## src/rtl/fetch_pkg.sv

```systemverilog
// fetch_pkg: shared state encoding and default parameters for the fetch path
package fetch_pkg;
  typedef enum logic [1:0] {ST_RUN = 2'd0, ST_HALT = 2'd1, ST_FAULT = 2'd2} state_t;
  localparam int DEF_PC_W = 32;
  localparam int DEF_IMEM_WORDS = 256;
  localparam int DEF_RESET_PC = 0;
  localparam int DEF_DEPTH = 2;
endpackage

```

## src/rtl/fetch_queue.sv

```systemverilog
// fetch_queue: DEPTH-entry prefetch FIFO with synchronous flush
module fetch_queue import fetch_pkg::*; #(
  parameter int DEPTH = DEF_DEPTH,
  parameter int W = DEF_PC_W + 32
)(
  input  logic                       clk,
  input  logic                       i_rst_n,
  input  logic                       i_push,
  input  logic                       i_pop,
  input  logic                       i_flush,
  input  logic [W-1:0]               i_data,
  output logic [W-1:0]               o_head,
  output logic [$clog2(DEPTH):0]     o_count,
  output logic                       o_full,
  output logic                       o_empty
);
  localparam int AW = $clog2(DEPTH);
  localparam int CW = AW + 1;
  logic [W-1:0] r_mem [DEPTH];
  logic [AW-1:0] r_wr, r_rd;
  logic [CW-1:0] r_cnt;
  // power-of-two depth lets the pointers wrap on their own
  always_ff @(posedge clk or negedge i_rst_n)
    if (!i_rst_n) begin
      r_wr <= '0;
      r_rd <= '0;
      r_cnt <= '0;
      for (int i = 0; i < DEPTH; i++) r_mem[i] <= '0;
    end else if (i_flush) begin
      r_wr <= '0;
      r_rd <= '0;
      r_cnt <= '0;
    end else begin
      if (i_push) begin
        r_mem[r_wr] <= i_data;
        r_wr <= r_wr + AW'(1);
      end
      if (i_pop) r_rd <= r_rd + AW'(1);
      r_cnt <= r_cnt + CW'(i_push) - CW'(i_pop);
    end
  assign o_head = r_mem[r_rd];
  assign o_count = r_cnt;
  assign o_full = r_cnt == CW'(DEPTH);
  assign o_empty = r_cnt == '0;
endmodule

```

## src/rtl/fetch_ctrl.sv

```systemverilog
// fetch_ctrl: owns the PC, fetches from instruction memory into a prefetch queue,
// and handles redirect, halt and out-of-range faults.
module fetch_ctrl import fetch_pkg::*; #(
  parameter int DEPTH = DEF_DEPTH,
  parameter int PC_W = DEF_PC_W,
  parameter int IMEM_WORDS = DEF_IMEM_WORDS,
  parameter logic [PC_W-1:0] RESET_PC = PC_W'(DEF_RESET_PC)
)(
  input  logic            clk,
  input  logic            rst,
  output logic [PC_W-1:0] imem_addr,
  input  logic [31:0]     imem_data,
  input  logic            redirect,
  input  logic [PC_W-1:0] redirect_pc,
  input  logic            halt,
  output logic            ins_valid,
  output logic [31:0]     ins,
  output logic [PC_W-1:0] ins_pc,
  input  logic            ins_ready,
  output logic            halted,
  output logic            fault,
  output logic [31:0]     fetch_count
);
  localparam int W = PC_W + 32;
  localparam int CW = $clog2(DEPTH) + 1;
  localparam logic [PC_W-1:0] LIMIT = PC_W'(IMEM_WORDS);
  state_t r_state;
  logic [PC_W-1:0] r_pc;
  logic [31:0] r_fetch_count;
  logic [W-1:0] r_last;
  logic w_pop, w_push, w_in_range, w_full, w_empty;
  logic [CW-1:0] w_count;
  logic [W-1:0] w_head;
  assign w_in_range = r_pc < LIMIT;
  assign w_pop = ins_valid & ins_ready;
  assign w_push = !redirect && r_state == ST_RUN && !halt && w_in_range && (!w_full || w_pop);
  fetch_queue #(.DEPTH(DEPTH), .W(W)) u_queue (
    .clk     (clk),
    .i_rst_n (rst),
    .i_push  (w_push),
    .i_pop   (w_pop),
    .i_flush (redirect),
    .i_data  ({imem_data, r_pc}),
    .o_head  (w_head),
    .o_count (w_count),
    .o_full  (w_full),
    .o_empty (w_empty)
  );
  always_comb assert (w_full == (w_count == CW'(DEPTH)));
  // redirect outranks everything; the fault check outranks halt
  always_ff @(posedge clk or negedge rst)
    if (!rst) begin
      r_state <= ST_RUN;
      r_pc <= RESET_PC;
      r_fetch_count <= '0;
      r_last <= '0;
    end else begin
      if (ins_valid) r_last <= w_head;
      if (redirect) begin
        r_pc <= redirect_pc;
        r_state <= halt ? ST_HALT : ST_RUN;
      end else begin
        if (w_push) begin
          r_pc <= r_pc + PC_W'(1);
          r_fetch_count <= r_fetch_count + 32'd1;
        end
        case (r_state)
          ST_RUN:  r_state <= !w_in_range ? ST_FAULT : halt ? ST_HALT : ST_RUN;
          ST_HALT: r_state <= halt ? ST_HALT : ST_RUN;
          default: r_state <= ST_FAULT;
        endcase
      end
    end
  assign imem_addr = r_pc;
  assign ins_valid = !w_empty;
  assign {ins, ins_pc} = ins_valid ? w_head : r_last;
  assign halted = r_state == ST_HALT;
  assign fault = r_state == ST_FAULT;
  assign fetch_count = r_fetch_count;
endmodule

```

## config.mk

```make
export PLATFORM = sky130hd
export DESIGN_NAME = fetch_ctrl
export DESIGN_NICKNAME = d
export VERILOG_FILES = /design/src/rtl/fetch_pkg.sv /design/src/rtl/fetch_queue.sv /design/src/rtl/fetch_ctrl.sv
export SDC_FILE = /design/constraint.sdc
export NUM_CORES = 1
export LEC_CHECK = 0
export CORE_UTILIZATION = 35
export DETAILED_ROUTE_END_ITERATION = 12
export GPL_ROUTABILITY_DRIVEN = 1
export MAX_ROUTING_LAYER = met4
export PLACE_DENSITY = 0.67
export RECOVER_POWER = 25
export SYNTH_ARGS = -nofsm -noshare
export SYNTH_HDL_FRONTEND = slang
export SYNTH_SLANG_ARGS = --single-unit
```

## constraint.sdc

```tcl
create_clock -name clk -period 2.7 [get_ports clk]
set_clock_uncertainty 0.05 [all_clocks]
set_input_delay 0.27 -clock clk [delete_from_list [all_inputs] [get_ports clk]]
set_output_delay 0.27 -clock clk [all_outputs]
set_load 0.005 [all_outputs]
```

==> flow_summary.ini, run 1 <==
[status]
status = completed

[critical_path]
r2r_slack_ns = 0.22
end_kind = output port
critPathTopFamily = buffers and inverters
crit_path_start_kind = flip-flop
crit_chain = or2_4 -> buf_12 -> a21oi_1 -> clkdlybuf4s50_1
crit_type = flip-flop to output port
arrival_ns = 2.30
required_ns = 2.38
max_stage_delay_ns = 0.55
cp_num_buf_inv = 2
crit_slowest_cell = clkdlybuf4s50_1
cp_max_fo = 35

[clocking]
cts_tree = yes
clock-sinks = 262
cts_made_buffers = 29
clk_pin_slew_ns = 0.06
root_buffer = clkbuf_16
cts_buffer_depth = 3
clk_latency_ns = 0.53
cts_max_level = 1

[sta]
hold_viol_final = 0
maxSlewHeadroom = 0.0345
setup_ws_ns = 0.0821
clock.fmax_ghz = 0.382
fin_tns_setup_ns = 0
min_period_ns = 2.62
rsz0062_at_grt = yes
slew_viol_final = 0
finalSetupViolations = 0
timing.final.crit_share = 0.970
tightest_slew_ns = 1.45

[synthesis]
async_flop_share = 1.00
yosys_register_bits = 262
synth_largest_area_cell = dfrtp_1
synth_flop_cell = dfrtp_1
ys_seq_area_frac = 0.622
ys_types = 35
synthTopCellsByArea = dfrtp_1 (62%), mux2_2 (7.3%), mux2i_1 (6.2%)
synth_warnings = 0
syn_area_sq_um = 10500
synth_area_per_cell_sq_um = 12.9
synth_top_area_share = 0.622
syn_nets = 890
postSynthCellCount = 817
synth_enable_flop_cells = 0

[power_and_ir_drop]
power.leakage_nw = 6.22
ir_worst_vdd_mv = 0.506
p_per_area_nw_per_um2 = 864

[finish]
num-nets-final = 1102
drive_gt1_frac = 0.144
diodes = 0
syn2layout_area_growth_pct = 34.1

[die]
initial_core_util = 0.356
die_x_microns = 176
num_io_pins = 200
die_area_sq_um = 30800
fp.coreArea_sq_um = 29600
placementRows = 63
fp.dieH_microns = 176

[detailed_routing]
drtIter0Drc = 369
final_antenna_net_count = 0
wirelength_microns = 23600
drcViolationCount = 0
viasPerCell = 4.77
wire_per_inst_microns = 16.4
dr.pass1.iters = 4
vias = 6865

[placed_design]
pre_cts_slack_ns = 0.117
io_buffers = 199
dp_hpwl_microns = 15300
gp_congestion = 0.768

[global_route]
grt_usage = 0.162
antenna_found_initial = 0
grt_start_max_net_pins = 98
grt_overflow_total = 0
first_global_vias = 7304
grt_pass1_wl_microns = 39000

[worst_hold_path]
hold_class = input pin to flip-flop

[flow_run]
cap_violations = 0
[area by class of cell]
cell class / instances / area, sq um
Fill cell: 2694 / 15500
Sequential cell: 262 / 6560
Multi-Input combinational cell: 504 / 3790
Timing Repair Buffer: 225 / 2280
Clock buffer: 46 / 900
Tap cell: 390 / 488
Clock inverter: 6 / 83.8
Inverter: 7 / 26.3
[tightest hold or removal path: cells and delay by family]
| kind | cells | cell delay [ns] |
|---|---|---|
| and+or+nand+nor | 1 | 0.08 |
| AOI/OAI and AO/OA | 1 | 0.04 |
| buffers and inverters | 1 | 0.39 |
[layout by cell type, fill, tap and decap left out, types with 2 or more instances in the layout]
cell	count
clkbuf_2	2
clkbuf_16	29
buf_12	8
clkdlybuf4s50_1	195
clkinv_2	3
clkbuf_1	8
mux2_1	36
nand2_1	15
nand3_1	17
dfrtp_1	261
and2_1	28
buf_4	12
or2_4	2
nor2b_1	28
and3_1	8
o21ai_0	7
inv_1	7
mux2_2	68
bufinv_16	2
xnor2_1	39
nor3_1	5
clkbuf_8	11
nor4_1	11
dlymetal6s2s_1	2
nor4b_1	2
nor2_1	72
a21oi_1	62
buf_6	2
mux2i_1	65
a21oi_2	3
ha_1	4
nand4_1	14
xor2_1	3
and4_1	4
[Yosys cell counts, types with 2 or more instances]
library cell	n
nor3_1	5
mux2i_1	65
mux2_1	36
dfrtp_1	262
or2_2	2
nand3_1	17
o21ai_0	7
ha_1	4
buf_2	8
nor4b_1	2
and3_1	8
nor2b_1	29
inv_1	7
clkbuf_1	25
a21oi_1	65
and4_1	4
nor2_1	72
nand2_1	15
mux2_2	68
buf_1	7
nand4_1	14
buf_4	5
xnor2_1	39
and2_1	28
nor4_1	11
xor2_1	3
[state kept, by name (all words and copies together), names as in the netlist]
signal           flops
fetch_count         32
imem_addr           32
u_queue.o_count      2
r_state              2
u_queue.r_mem      128
u_queue.r_rd         1
u_queue.r_wr         1
r_last              64
[what timing repair did]
action / in CTS / in global routing
pin swaps: 1 / 2
setup buffers: 3 / 0
cloned: 1 / 0
endpoints found under the hold margin: 91 / 0
setup endpoints to repair: 41 / 41
hold buffers: 1 / 0
resized for setup: 0 / 8
[layer usage]
metal | vias up | routed length (microns) | global-route usage
met2 | 170 | 10900 | 0.255
met1 | 3389 | 10800 | 0.213
met3 | 35 | 1440 | 0.0390
met4 | 0 | 473 | 0.0341
met5 | - | 0 | -
li1 | 3271 | - | -
[kinds of logic (layout without fill, tap and decap cells)]
family,count (synthesis),after routing,share of synthesized area
flip-flops,262,262,0.622
AND/OR/NAND/NOR,215,216,0.109
multiplexers,169,169,0.173
AO/OA/AOI/OAI,73,73,0.0350
buffers and inverters,52,284,0.0213
XOR/XNOR,42,42,0.0349
adder cells (fa/ha/maj),4,4,0.00475
[worst paths after layout]
kind | from | to | depth (start not counted)
min in group asynchronous | rst | fetch_count[8]$_DFFE_PN0P_ | 2
min | redirect_pc[1] | imem_addr[1]$_DFFE_PN0P_ | 3
max | u_queue.o_count[1]$_DFF_PN0_ | ins[19] | 4
min reg2reg | u_queue.r_mem[24]$_DFFE_PN0P_ | u_queue.r_mem[24]$_DFFE_PN0P_ | 1
max in group asynchronous | rst | imem_addr[19]$_DFFE_PN0P_ | 3
max reg2reg | u_queue.o_count[1]$_DFF_PN0_ | u_queue.r_mem[127]$_DFFE_PN0P_ | 6
[power by group]
group | leakage [nW] | total (W) | internal [W] | switching [W]
Combinational | 2.31 | 0.00351 | 0.00193 | 0.00158
Sequential | 3.43 | 0.00473 | 0.00451 | 0.000216
Clock | 0.488 | 0.00398 | 0.00245 | 0.00153
[metrics by stage]
| stage | cells | hold slack (ns) | total power [W] | util | cell area (sq um) |
|---|---|---|---|---|---|
| final | 1440 | 0.244 | 0.0122 | 0.477 | 14100 |
| after global routing | 1440 | 0.254 | 0.0129 | 0.477 | 14100 |
| after CTS | 1440 | 0.0608 | 0.0124 | 0.477 | 14100 |
| after detailed placement | 1383 | 0.324 | 0.00827 | 0.443 | 13100 |
| after global placement | 1383 | 0.318 | 0.00822 | 0.443 | 13100 |
| after floorplan | 817 | -0.0756 | 0.00619 | - | 10500 |
Note: power is estimated with default switching activity, not from simulation.
==> run 2: changes to the inputs <==
--- a/config.mk
+++ b/config.mk
@@ -7,7 +7,6 @@
 export LEC_CHECK = 0
 export CORE_UTILIZATION = 35
 export DETAILED_ROUTE_END_ITERATION = 12
-export GPL_ROUTABILITY_DRIVEN = 1
 export MAX_ROUTING_LAYER = met4
 export PLACE_DENSITY = 0.67
 export RECOVER_POWER = 25
==> results of run 2 <==
Same layout as run 1: the final DEF is identical, and so are final timing and power.
==> variant 1: new RTL, config.mk and constraints of run 1 <==
Register the output `fault`; this adds one clock of latency there. The other outputs are not delayed to match.
--- a/src/rtl/fetch_ctrl.sv
+++ b/src/rtl/fetch_ctrl.sv
@@ -77,3 +77,5 @@
   assign halted = r_state == ST_HALT;
-  assign fault = r_state == ST_FAULT;
+  always_ff @(posedge clk) begin
+      fault <= r_state == ST_FAULT;
+  end
   assign fetch_count = r_fetch_count;
Behaviour: not the same (a bounded check fails within 4 cycles, from zero or initial values and one cycle with rst low).
==> variant 1 against run 1 <==
The flow now finishes with violations (max-capacitance violations, max-slew violations); wire length is 0.55% higher; power grew 0.36%; cell area up 0.39%; synthesized area up 0.19%; sequential cell count grew 1; setup slack got worse by 0.026 ns; critical path type unchanged; highest routed layer unchanged.
==> variant 1: results (changes against run 1) <==
* Net Count, Synth at 891 (was 890)
* Share of layout cells above drive strength 1 at 0.162 (was 0.144)
* Failing checks: max-capacitance violations, max-slew violations
* VDD IR-drop max at 0.000476 V (was 0.000506 V)
* Iter 0 DRT Violations at 242 (was 369)
* First-pass GRT wire length at 39.1 mm (was 39.0 mm)
* GPL Wtd Cong at 0.756 (was 0.768)
* Placement Setup Slack at 0.0887 ns (was 0.117 ns)
* Max Slew Vio Count at 71 (was 0)
* Tightest Pin Transition at 1.96 ns (was 1.45 ns)
* Max Cap Violations at 1 (was 0)
* Leakage at 6.22 nW (about the same)
* Fillers at 2684 (was 2694)
* FFs w/ async S/R, synth at 0.996 (was 1.00)
* CP Max Fanout at 42 (was 35)
* CP arrival at 2.32 ns (was 2.30 ns)
* Half-perimeter wire length after placement at 15.4 mm (was 15.3 mm)
* Synth cell types at 36 (was 35)
* Total wire length at 23.8 mm (was 23.6 mm)
* FMAX at 378 MHz (was 382 MHz)
* Vias per cell at 4.78 (was 4.77)
* Nets at 1104 (was 1102)
* Status: complete, but fails checks (was finished clean)
* Number of global-route vias before repair at 7206 (was 7304)
* Register area share after synthesis at 0.623 (was 0.622)
* Max stage delay on crit path at 0.56 ns
* Hold Slack at 0.249 ns (was 0.244 ns)
* Largest net degree at the start of global routing at 72 (was 98)
* Placed Instances at 1385 (was 1383)
* Reg2reg setup slack at 0.18 ns (was 0.22 ns)
-- variant 1: changes by cell type in the layout (fill, tap and decap cells not counted), sizes merged --
cell           before  now
clkbuf             51   45
dlygate4sd2         0    1
dfxtp               0    1
bufinv              2    3
buf                22   23
clkdlybuf4s50     195  194
clkinvlp            0    2
clkinv              4    7
-- variant 1: worst paths after layout --
kind                                     from                end  depth (start not counted)
min                            redirect_pc[4]       imem_addr[4]                          3
max reg2reg                u_queue.o_count[1]  u_queue.r_mem[99]                          6
max                        u_queue.o_count[0]          ins_pc[0]                          4
min in group asynchronous                 rst  u_queue.r_mem[38]                          2
max in group asynchronous                 rst       u_queue.r_rd                          2
min reg2reg                        r_state[0]              fault                          1
-- variant 1: cell families (layout without fill, tap and decap cells) --
logic type      Yosys count  in the layout  share of synthesized area
fa+ha+maj                 4              4                    0.00474
buf+inv                  52            285                     0.0212
simple gates            215            216                      0.109
flops                   263            263                      0.623
mux                     169            169                      0.173
xor+xnor                 42             42                     0.0348
compound gates           73             73                     0.0350
-- variant 1: critical path: cells and delay by family (launching register included) --
family	cells	cell delay [ns]
AO/OA/AOI/OAI	1	0.22
AND/OR/NAND/NOR	1	0.34
buffers and inverters	2	0.75
flip-flops	1	0.46
-- variant 1: timing repair --
action | in CTS | in global routing
setup buffers | 3 | 0
cloned | 1 | 0
hold endpoints to repair | 65 | 0
endpoints found under the setup margin | 23 | 39
resized for setup | 9 | 15
pin swaps | 1 | 1
hold buffers | 1 | 0
-- variant 1: cell type report --
type                    count  area, um2  area share
well taps                 390        488      0.0344
repair buffers            226       2280       0.161
clock buffers              40        817      0.0576
multi-input cells         504       3850       0.271
flip-flops and latches    263       6580       0.464
clock inverters            12        144      0.0101
inverters                   7       26.3     0.00185
-- variant 1: per-layer routing --
layer | global-route usage | up-vias | wire length [um]
li1 | - | 3258 | -
met3 | 0.0387 | 23 | 1550
met2 | 0.259 | 172 | 11200
met1 | 0.213 | 3442 | 10700
met4 | 0.0341 | 0 | 303
met5 | - | - | 0
-- variant 1: power by group --
| part | internal, W | switching [W] | total (W) |
|---|---|---|---|
| combinational | 0.00194 | 0.00164 | 0.00358 |
| clock | 0.00239 | 0.00153 | 0.00392 |
| sequential | 0.00453 | 0.000232 | 0.00476 |
| total | 0.00886 | 0.00340 | 0.0123 |
-- variant 1: metrics by stage --
step / cell area [um2] / power (W) / setup TNS [ns]
floorplan: 10600 / 0.00621 / 0
global placement: 13100 / 0.00824 / 0
detailed placement: 13100 / 0.00831 / 0
CTS: 14200 / 0.0124 / 0
global route: 14200 / 0.0130 / -0.135
finish: 14200 / 0.0123 / 0
==> variant 2: new RTL, flow settings as in run 1 <==
Made on the original files. Change the package constant `DEF_PC_W` from 32 to 48.
--- a/src/rtl/fetch_pkg.sv
+++ b/src/rtl/fetch_pkg.sv
@@ -3,3 +3,3 @@
   typedef enum logic [1:0] {ST_RUN = 2'd0, ST_HALT = 2'd1, ST_FAULT = 2'd2} state_t;
-  localparam int DEF_PC_W = 32;
+  localparam int DEF_PC_W = 48;
   localparam int DEF_IMEM_WORDS = 256;
Interface: changed (resized imem_addr, ins_pc and redirect_pc); port bits go from 200 to 248. No check against the original RTL was run, so the function may have changed too.
==> variant 2 against run 1 <==
The flow now finishes with violations (max-capacitance violations, max-slew violations); combinational power is 39% higher; sequential cell count is 64 higher; setup slack worse by 0.027 ns; wire length is 32% higher; global-route usage is 0.87 points higher; fmax is 1.0% lower; synthesized area is 25% higher; final cell count is 26% higher; first-iteration DRC count is 24% lower; cell area is 28% higher; critical path depth is 1 higher; power is 32% higher.
==> variant 2: results (changes against run 1) <==
* Gr usage total at 0.171 (was 0.162)
* Status: complete, but fails checks (was finished clean)
* Sequential share of power at 0.368 (was 0.387)
* CP Max Fanout at 39 (was 35)
* Placement Setup Slack at 0.0812 ns (was 0.117 ns)
* Reg2reg path depth at 10 (was 6)
* Worst R2R Start: imem_addr[21] (was u_queue.o_count[1])
* Sequential cell area at 8160 um2 (was 6560 um2)
* Tightest Pin Transition at 1.93 ns (was 1.45 ns)
* Net Count, Synth at 1101 (was 890)
* CTS buffer count at 38 (was 29)
* Xor-xnor portion of the synthesized cell area at 0.0266 (was 0.0349)
* Leakage at 7.83 nW (was 6.22 nW)
* Routed via count at 8718 (was 6865)
* GPL Wtd Cong at 0.840 (was 0.768)
* Port bufs at 247 (was 199)
* Nets at 1375 (was 1102)
* Max Cap Violations at 1 (was 0)
* Half-perimeter wire length after placement at 20.2 mm (was 15.3 mm)
* Final min period at 2.65 ns (was 2.62 ns)
* Clock buffers at 56 (was 46)
* CP arrival at 2.33 ns (was 2.30 ns)
* Number of global-route vias before repair at 9411 (was 7304)
* Max Slew Vio Count at 69 (was 0)
* Area contributors post-synth: dfrtp_1, mux2_2, mux2i_1, and2_1, mux2_4 (was dfrtp_1, mux2_2, mux2i_1, mux2_1, xnor2_1)
* Power density cells at 892 nW/um2 (was 864 nW/um2)
* VDD IR-drop max at 0.000408 V (was 0.000506 V)
* Placed Instances at 1745 (was 1383)
* P_comb at 0.00488 W (was 0.00351 W)
* Worst Setup EP: ins[2] (was ins[19])
* Clk cell area share at 0.0719 (was 0.0696)
* Worst Setup SP: u_queue.o_count[0] (was u_queue.o_count[1])
* FFs & Latches at 326 (was 262)
* #MultiIn Comb at 629 (was 504)
* H-tree depth at 2 (was 1)
* Non-CTS buffers at 288 (was 225)
* Share of layout cells above drive strength 1 at 0.212 (was 0.144)
* Syn-to-layout area delta at 36.8% (was 34.1%)
* Sw Share at 0.280 (was 0.272)
* # Taps at 504 (was 390)
* Vias per cell at 4.81 (was 4.77)
* Failing checks: max-capacitance violations, max-slew violations
* Multi-input combinational area share at 0.277 (was 0.268)
* Max reg flops at 160 (was 128)
* Dpl cell area at 16500 um2 (was 13100 um2)
* Logic inverters at 3 (was 7)
[variant 2: how the worst min path moves through the flow]
stage	start	to	slack [ns]	depth (start not counted)
2_1_floorplan	rst	fetch_count[0]	-0.08	0
3_3_place_gp	rst	fetch_count[24]	0.24	1
3_5_place_dp	rst	fetch_count[17]	0.24	1
4_1_cts	redirect	fetch_count[4]	0.21	5
5_1_grt	redirect_pc[7]	imem_addr[7]	0.26	3
6_report	redirect_pc[7]	imem_addr[7]	0.26	3
[variant 2: what timing repair did]
action / CTS / global route
resized for setup: 20 / 42
endpoints found under the hold margin: 61 / 0
setup buffers: 3 / 0
setup endpoints to repair: 71 / 55
pin swaps: 1 / 5
hold buffers: 1 / 0
cloned: 2 / 0
[variant 2: layer usage]
layer  routed length (um)  track usage  vias up
li1                     -            -     4057
met5                    0            -        -
met4                  610       0.0477        0
met3                 2250       0.0519       50
met2                14600        0.267      231
met1                13800        0.214     4380
